[config.mk]
export PLATFORM = sky130hd
export DESIGN_NAME = branch_predictor_flat
export DESIGN_NICKNAME = d
export VERILOG_FILES = /design/src/rtl/branch_predictor_if.sv /design/src/rtl/branch_predictor.sv /design/src/flat_wrapper.sv
export SDC_FILE = /design/constraint.sdc
export NUM_CORES = 2
export LEC_CHECK = 0
export CORE_ASPECT_RATIO = 0.7
export CORE_MARGIN = 10
export CORE_UTILIZATION = 47
export CTS_CLUSTER_DIAMETER = 120
export DETAILED_ROUTE_END_ITERATION = 8
export PLACE_DENSITY_LB_ADDON = 0.25
export SETUP_SLACK_MARGIN = 0.15
export SYNTH_ARGS = -nofsm -noshare
export SYNTH_HDL_FRONTEND = slang
export SYNTH_SLANG_ARGS = --single-unit
[constraint.sdc]
create_clock -name clk -period 12.6 [get_ports clk]
set_clock_uncertainty 0.2 [all_clocks]
set_input_delay 3.78 -clock clk [delete_from_list [all_inputs] [get_ports clk]]
set_output_delay 3.78 -clock clk [all_outputs]
set_load 0.05 [all_outputs]
[src/rtl/branch_predictor_if.sv]
// Fetch/execute side bundle for the branch predictor: IF lookup, EX update, invalidate, stats.
// master = core side (drives lookup PC, updates, invalidate); slave = predictor.
// Lookup outputs are combinational; updates have no backpressure (one per cycle accepted).
interface branch_predictor_if #(
    parameter int XLEN = 32
);
    // IF-stage lookup
    logic [XLEN-1:0] lk_pc;
    logic            lk_hit;
    logic            lk_taken;
    logic [XLEN-1:0] lk_next_pc;
    // EX-stage resolution
    logic            upd_valid;
    logic [XLEN-1:0] upd_pc;
    logic            upd_taken;
    logic            upd_is_jump;
    logic [XLEN-1:0] upd_target;
    logic            upd_mispredict;
    // maintenance and statistics
    logic            inv_all;
    logic [31:0]     stat_updates;
    logic [31:0]     stat_mispred;

    modport master (
        output lk_pc, upd_valid, upd_pc, upd_taken, upd_is_jump, upd_target,
               upd_mispredict, inv_all,
        input  lk_hit, lk_taken, lk_next_pc, stat_updates, stat_mispred
    );

    modport slave (
        input  lk_pc, upd_valid, upd_pc, upd_taken, upd_is_jump, upd_target,
               upd_mispredict, inv_all,
        output lk_hit, lk_taken, lk_next_pc, stat_updates, stat_mispred
    );
endinterface

[src/rtl/branch_predictor.sv]
// Direct-mapped BTB with saturating direction counters, beside the fetch stage.
// Lookup: 0-cycle combinational from registered table; update visible the cycle after its edge.
// No backpressure: one update per cycle always accepted; inv_all overrides a same-cycle update.
// Ports: clk, rst (sync, active-high); bp (branch_predictor_if.slave) carrying lk_*, upd_*,
//        inv_all and stat_* signals.
// Optional macro BP_STATS_EN: builds saturating update/mispredict counters; otherwise stat_* read 0.
module branch_predictor #(
    parameter int XLEN     = 32,
    parameter int ENTRIES  = 64,
    parameter int CTR_BITS = 2
) (
    input  logic               clk,
    input  logic               rst,
    branch_predictor_if.slave  bp
);
    localparam int IDX   = $clog2(ENTRIES);
    localparam int TAG_W = XLEN - IDX - 2;

    localparam logic [CTR_BITS-1:0] CTR_ONE  = 1;
    localparam logic [CTR_BITS-1:0] CTR_MAX  = '1;
    localparam logic [CTR_BITS-1:0] CTR_HALF = CTR_ONE << (CTR_BITS - 1);
    localparam logic [XLEN-1:0]     PC_STEP  = 4;

    // table state
    logic [ENTRIES-1:0]  valid_q;
    logic [ENTRIES-1:0]  valid_d;
    logic [TAG_W-1:0]    tag_q    [ENTRIES];
    logic [XLEN-1:0]     target_q [ENTRIES];
    logic [CTR_BITS-1:0] ctr_q    [ENTRIES];

    // ------------------------------------------------------------------
    // Lookup (combinational). Gated by rst so the table looks empty during
    // the reset cycle too, not only after it.
    // ------------------------------------------------------------------
    logic [IDX-1:0]   lk_idx;
    logic [TAG_W-1:0] lk_tag;
    logic             lk_hit;
    logic             lk_taken;

    assign lk_idx   = bp.lk_pc[IDX+1:2];
    assign lk_tag   = bp.lk_pc[XLEN-1:IDX+2];
    assign lk_hit   = !rst && valid_q[lk_idx] && (tag_q[lk_idx] == lk_tag);
    assign lk_taken = lk_hit && ctr_q[lk_idx][CTR_BITS-1];

    assign bp.lk_hit     = lk_hit;
    assign bp.lk_taken   = lk_taken;
    assign bp.lk_next_pc = lk_taken ? target_q[lk_idx] : (bp.lk_pc + PC_STEP);

    // ------------------------------------------------------------------
    // Update next-state
    // ------------------------------------------------------------------
    logic [IDX-1:0]      u_idx;
    logic [TAG_W-1:0]    u_tag;
    logic [CTR_BITS-1:0] u_ctr;
    logic                u_hit;
    logic [CTR_BITS-1:0] ctr_d;
    logic                ctr_we;
    logic                tag_we;
    logic                tgt_we;

    assign u_idx = bp.upd_pc[IDX+1:2];
    assign u_tag = bp.upd_pc[XLEN-1:IDX+2];
    assign u_ctr = ctr_q[u_idx];
    assign u_hit = valid_q[u_idx] && (tag_q[u_idx] == u_tag);

    always_comb begin
        valid_d = valid_q;
        ctr_d   = u_ctr;
        ctr_we  = 1'b0;
        tag_we  = 1'b0;
        tgt_we  = 1'b0;
        if (bp.inv_all) begin
            // invalidate wins over any same-cycle training
            valid_d = '0;
        end else if (bp.upd_valid) begin
            if (u_hit) begin
                ctr_we = 1'b1;
                tgt_we = bp.upd_taken;
                if (bp.upd_is_jump) begin
                    ctr_d = CTR_MAX;
                end else if (bp.upd_taken) begin
                    ctr_d = (u_ctr == CTR_MAX) ? u_ctr : (u_ctr + CTR_ONE);
                end else begin
                    ctr_d = (u_ctr == '0) ? u_ctr : (u_ctr - CTR_ONE);
                end
            end else if (bp.upd_taken) begin
                // allocate (replacing any alias); not-taken misses leave table alone
                valid_d[u_idx] = 1'b1;
                ctr_we         = 1'b1;
                tag_we         = 1'b1;
                tgt_we         = 1'b1;
                ctr_d          = bp.upd_is_jump ? CTR_MAX : CTR_HALF;
            end
        end
    end

    always_ff @(posedge clk) begin
        if (rst) begin
            valid_q <= '0;
            for (int i = 0; i < ENTRIES; i++) begin
                ctr_q[i] <= '0;
            end
        end else begin
            valid_q <= valid_d;
            if (ctr_we) begin
                ctr_q[u_idx] <= ctr_d;
            end
        end
    end

    // tag/target need no reset: they are meaningless while valid is clear
    always_ff @(posedge clk) begin
        if (!rst && tag_we) begin
            tag_q[u_idx] <= u_tag;
        end
        if (!rst && tgt_we) begin
            target_q[u_idx] <= bp.upd_target;
        end
    end

    // byte-offset bits of the PCs do not participate in indexing
    logic unused_pc_lsbs;
    assign unused_pc_lsbs = ^{bp.lk_pc[1:0], bp.upd_pc[1:0]};

    // ------------------------------------------------------------------
    // Statistics
    // ------------------------------------------------------------------
`ifdef BP_STATS_EN
    logic [31:0] stat_upd_q;
    logic [31:0] stat_mis_q;
    logic [31:0] stat_upd_d;
    logic [31:0] stat_mis_d;

    always_comb begin
        stat_upd_d = stat_upd_q;
        stat_mis_d = stat_mis_q;
        // counted even when inv_all drops the update
        if (bp.upd_valid) begin
            if (stat_upd_q != 32'hFFFF_FFFF) begin
                stat_upd_d = stat_upd_q + 32'd1;
            end
            if (bp.upd_mispredict && (stat_mis_q != 32'hFFFF_FFFF)) begin
                stat_mis_d = stat_mis_q + 32'd1;
            end
        end
    end

    always_ff @(posedge clk) begin
        if (rst) begin
            stat_upd_q <= '0;
            stat_mis_q <= '0;
        end else begin
            stat_upd_q <= stat_upd_d;
            stat_mis_q <= stat_mis_d;
        end
    end

    assign bp.stat_updates = stat_upd_q;
    assign bp.stat_mispred = stat_mis_q;
`else
    logic unused_mispredict;
    assign unused_mispredict = bp.upd_mispredict;
    assign bp.stat_updates   = '0;
    assign bp.stat_mispred   = '0;
`endif

endmodule
[src/flat_wrapper.sv]
// flat-port wrapper written by rule: the top's interface ports become plain ports
module branch_predictor_flat 
#(
    parameter int XLEN     = 32,
    parameter int ENTRIES  = 64,
    parameter int CTR_BITS = 2
)
  (clk, rst, bp_lk_pc, bp_upd_valid, bp_upd_pc, bp_upd_taken, bp_upd_is_jump, bp_upd_target, bp_upd_mispredict, bp_inv_all, bp_lk_hit, bp_lk_taken, bp_lk_next_pc, bp_stat_updates, bp_stat_mispred);
  branch_predictor_if #(.XLEN(XLEN)) bp_i ();
  input  logic clk;
  input  logic rst;
  input wire logic [$bits(bp_i.lk_pc)-1:0] bp_lk_pc;
  input wire logic [$bits(bp_i.upd_valid)-1:0] bp_upd_valid;
  input wire logic [$bits(bp_i.upd_pc)-1:0] bp_upd_pc;
  input wire logic [$bits(bp_i.upd_taken)-1:0] bp_upd_taken;
  input wire logic [$bits(bp_i.upd_is_jump)-1:0] bp_upd_is_jump;
  input wire logic [$bits(bp_i.upd_target)-1:0] bp_upd_target;
  input wire logic [$bits(bp_i.upd_mispredict)-1:0] bp_upd_mispredict;
  input wire logic [$bits(bp_i.inv_all)-1:0] bp_inv_all;
  output wire logic [$bits(bp_i.lk_hit)-1:0] bp_lk_hit;
  output wire logic [$bits(bp_i.lk_taken)-1:0] bp_lk_taken;
  output wire logic [$bits(bp_i.lk_next_pc)-1:0] bp_lk_next_pc;
  output wire logic [$bits(bp_i.stat_updates)-1:0] bp_stat_updates;
  output wire logic [$bits(bp_i.stat_mispred)-1:0] bp_stat_mispred;
  assign bp_i.lk_pc = bp_lk_pc;
  assign bp_i.upd_valid = bp_upd_valid;
  assign bp_i.upd_pc = bp_upd_pc;
  assign bp_i.upd_taken = bp_upd_taken;
  assign bp_i.upd_is_jump = bp_upd_is_jump;
  assign bp_i.upd_target = bp_upd_target;
  assign bp_i.upd_mispredict = bp_upd_mispredict;
  assign bp_i.inv_all = bp_inv_all;
  assign bp_lk_hit = bp_i.lk_hit;
  assign bp_lk_taken = bp_i.lk_taken;
  assign bp_lk_next_pc = bp_i.lk_next_pc;
  assign bp_stat_updates = bp_i.stat_updates;
  assign bp_stat_mispred = bp_i.stat_mispred;
  branch_predictor #(.XLEN(XLEN), .ENTRIES(ENTRIES), .CTR_BITS(CTR_BITS)) u_core (.clk(clk), .rst(rst), .bp(bp_i));
endmodule
==> results summary <==
The number of placed I/O pins is 201. The worst setup path is launched from an input port. The clock tree from TritonCTS is done. The worst hold path belongs to the class flop to flop. The power density of the placed cells is 147.2 mW/mm^2. The main flop type after synthesis is edfxtp_1.

For this design the total switching power over the nets is 0.005938 W. Data on the critical path is required at its endpoint by 8620 ps. For this run, the detailed router's first-pass iteration total came to 9. The die is 508.9 um tall.

The combined global-route utilization of all metal layers is 27.30%. The estimated wirelength of the detail-placed design is 295,900 um. The first routing iteration left 15.31k violations. The reported leakage power came out at 55.62 nW.

The wire length of the first global-routing pass came out at 707,700 um. The via count of the first global-routing pass is 89.09k. Setup repair after global routing left no endpoint under its margin. In this run the deepest clock path goes through 4 buffers. The synthesis-to-finish area growth is 12.89%. The part of the power in the clock network is 41.1%. The fraction of layout cells with a size suffix above 1 is 32.86%.

The H-tree depth reported by CTS is 5. On the critical path, the stage with the largest delay is an instance of mux4_2. The worst-case register-to-register setup slack came out at 6240 ps.

The peak clock frequency supported by timing came out at 81.27 MHz. The number of different library cells in the post-synthesis netlist is 76. The run finished, with violations left. The full die area is 0.3656 mm^2.

The average wire per cell in the routed design came out at 39.69 um. The number of hold buffers added after CTS is 0. Cell internal power was estimated by the tool at 0.02073 W.

The max-cap violation count came out at 1. The number of nets still failing antenna checks after routing came out at 0. The number of instances in the synthesized netlist came out at 7,765. The placer's final routability congestion estimate is 0.8848.

The post-layout instance count excluding filler cells is 12.91k. The cell count after placement is 12.23k. Setup violations remaining at the end of the flow were counted as 0.

The normalized max-slew margin came out at 1.539%. At the worst endpoint, the arrival time is 8330 ps. The site row count is 179. By instance count, the cell type seen most on the critical path is mux4_2. The fraction of post-synthesis cell area in the top cell type by area is 69.46%.

Sequential cells account for 51.9% of the total power. The post-detailed-routing wire length is 512,300 um. The largest fanout of any net on the critical path came out at 32. The initial utilization of the core area, before any placement, comes to 47.23%. The post-route setup TNS is 0 ps.

The synthesized design contains 3,776 register bits. The pin count of the biggest net entering global routing came out at 121. The total core area came out at 0.3398 mm^2.

For this run, asynchronously set or reset flops after synthesis account for 0%. After the last flow step, the layout net total stands at 8,179. Summed over all layers, the global routing overflow is 0. The mapped netlist covers 0.1605 mm^2. The signal on the critical path passes through buf_16, buf_12, buf_4, mux4_2, mux4_2, mux4_2, xnor2_1, nand2_1, and4b_1, nand4_1, nor4_4, buf_12, mux2_1, buf_4. The via count normalized by instance count came out at 7.066. Counting flops with a built-in enable in the synthesized netlist gives 3,712. For the pin with the worst max-slew slack, the measured transition is 1470 ps.

The final reports fail on max-capacitance violations. The clock slew seen by the registers of the worst setup and hold paths came out at 60 ps. The count of instances resized after the clock tree is built came out at 1. The post-CTS setup buffer count came out at 0.

The CTS buffer count is 371. The yosys synthesis warning count is 0. The stage delay of the slowest cell on the critical path is 640 ps. The later-pin clock latency in the skew report came out at 940 ps.

The routed layout has 91.20k vias. The number of remaining DRC errors came out at 0. The average size of a mapped cell is 20.67 um^2. The time the worst path needs with I/O delays and setup is 12,310 ps. The category of the worst setup path capture point is a primary output. The worst-case IR drop observed on VDD is 0.1185 mV.

The final standard cell utilization of the core came out at 53.32%. Counting every sink on the clock net gives 3,776. The cell sitting at the root of the clock tree is a clkbuf_16. The part of the Yosys area used for sequential elements came out at 70.26%.

The x dimension of the die is 718.4 um. Of all cell types, the one taking the most synthesized area is edfxtp_1. The count of input and output buffers came out at 133. The total count of hold-check failures in the final report is 0.

The worst path uses 97.66% of the clock period. Overall power consumption after layout is estimated at 0.02666 W. The setup path with the least slack is of type input port to primary output. Yosys attributes the largest share of cell area to edfxtp_1 69%, mux4_2 19%, a221oi_1 1.3%. The final number of max-transition violations came out at 0. Net switching is 22.27% of the power. In this run, the combinational gates consume 7.0% of the power.

The initial antenna violation count came to 32.
-- worst paths after layout --
kind	start	endpoint	cells past startpoint
hold reg to reg	u_core.valid_q[14]	u_core.valid_q[14]	2
setup reg to reg	u_core.tag_q[43][23]	u_core.tag_q[4][2]	13
hold / removal	u_core.valid_q[14]	u_core.valid_q[14]	2
setup / recovery	bp_lk_pc[2]	bp_lk_next_pc[14]	14
-- flip-flops by register name, indices dropped and copies added (netlist names) --
name	cells
u_core.tag_q	1536
u_core.ctr_q	128
u_core.target_q	2048
u_core.valid_q	64
-- layer usage --
| layer | vias up | global-route usage [%] | share of wire (%) |
|---|---|---|---|
| li1 | 34077 | - | - |
| met2 | 7350 | 38.68 | 43 |
| met3 | 1316 | 9.974 | 15 |
| met1 | 48444 | 38.40 | 38 |
| met5 | - | 0.09059 | 0.029 |
| met4 | 16 | 11.17 | 4.6 |
-- synthesized netlist by cell type (all sizes together), types with 80 or more instances --
cell    count
a22oi     131
nor2      197
mux2i     164
o21ai     161
clkbuf    290
a221oi    238
nor4       80
o22ai      89
nand2     226
buf       379
mux2      130
mux4     1357
edfxtp   3712
-- power by group through the flow --
stage | Clock [W] | Sequential, W | Combinational [W]
floorplan | 0 | 0.0141 | 0.00110
global placement | 0 | 0.0141 | 0.00182
detailed placement | 0 | 0.0141 | 0.00185
CTS | 0.0111 | 0.0138 | 0.00185
global route | 0.0116 | 0.0138 | 0.00195
finish | 0.0110 | 0.0138 | 0.00188
-- logic make-up after synthesis --
logic type	count (synthesis)	synth area share (%)
multiplexers	1651	20.98
flip-flops	3776	70.26
AND/OR/NAND/NOR	740	2.471
other	1	0.002337
buffers and inverters	676	2.015
XOR/XNOR	72	0.3930
AO/OA/AOI/OAI	848	3.867
adder cells (fa/ha/maj)	1	0.007796
-- worst max-delay path, delay by kind of cell --
family	cells	cell delay (ps)
XOR/XNOR	1	220
buffers and inverters	5	1320
multiplexers	4	2100
AND/OR/NAND/NOR	4	820
-- cell usage in the layout, fill, tap and decap left out, drive strengths merged, types with 8 or more instances in the layout --
master,instances
clkinv,149
nor3,76
nand3,41
edfxtp,3712
mux2,130
nand2,226
a22o,23
or3b,10
xnor2,49
clkdlybuf4s50,34
a221o,33
inv,11
nor2b,23
buf,508
o21ai,161
nor4,80
xor2,23
a31oi,8
a22oi,131
clkbuf,458
nor2,197
conb,64
a221oi,238
a32oi,16
bufinv,33
o22ai,89
a211oi,23
nand4,26
a21oi,68
mux2i,164
clkinvlp,15
o221ai,10
dfxtp,64
diode,22
and3,10
mux4,1357
-- final cells by class --
type | instances | area, um^2
inverters | 7 | 31.28
diodes | 22 | 55.05
multi-input cells | 3376 | 45870
flip-flops and latches | 3776 | 112700
fillers | 25593 | 158600
clock buffers | 457 | 9871
well taps | 4525 | 5662
repair buffers | 543 | 5060
clock inverters | 201 | 1862
-- stage by stage --
step	setup slack [ps]	instance area [um^2]	hold WS, ps
6_report	294.8	181200	275.3
3_3_place_gp	-51.04	169400	248.0
2_1_floorplan	324.7	160700	236.0
4_1_cts	203.8	181100	275.1
3_5_place_dp	-22.74	169400	261.5
5_1_grt	164.5	181100	304.3
(Power assumes the default switching activity.)
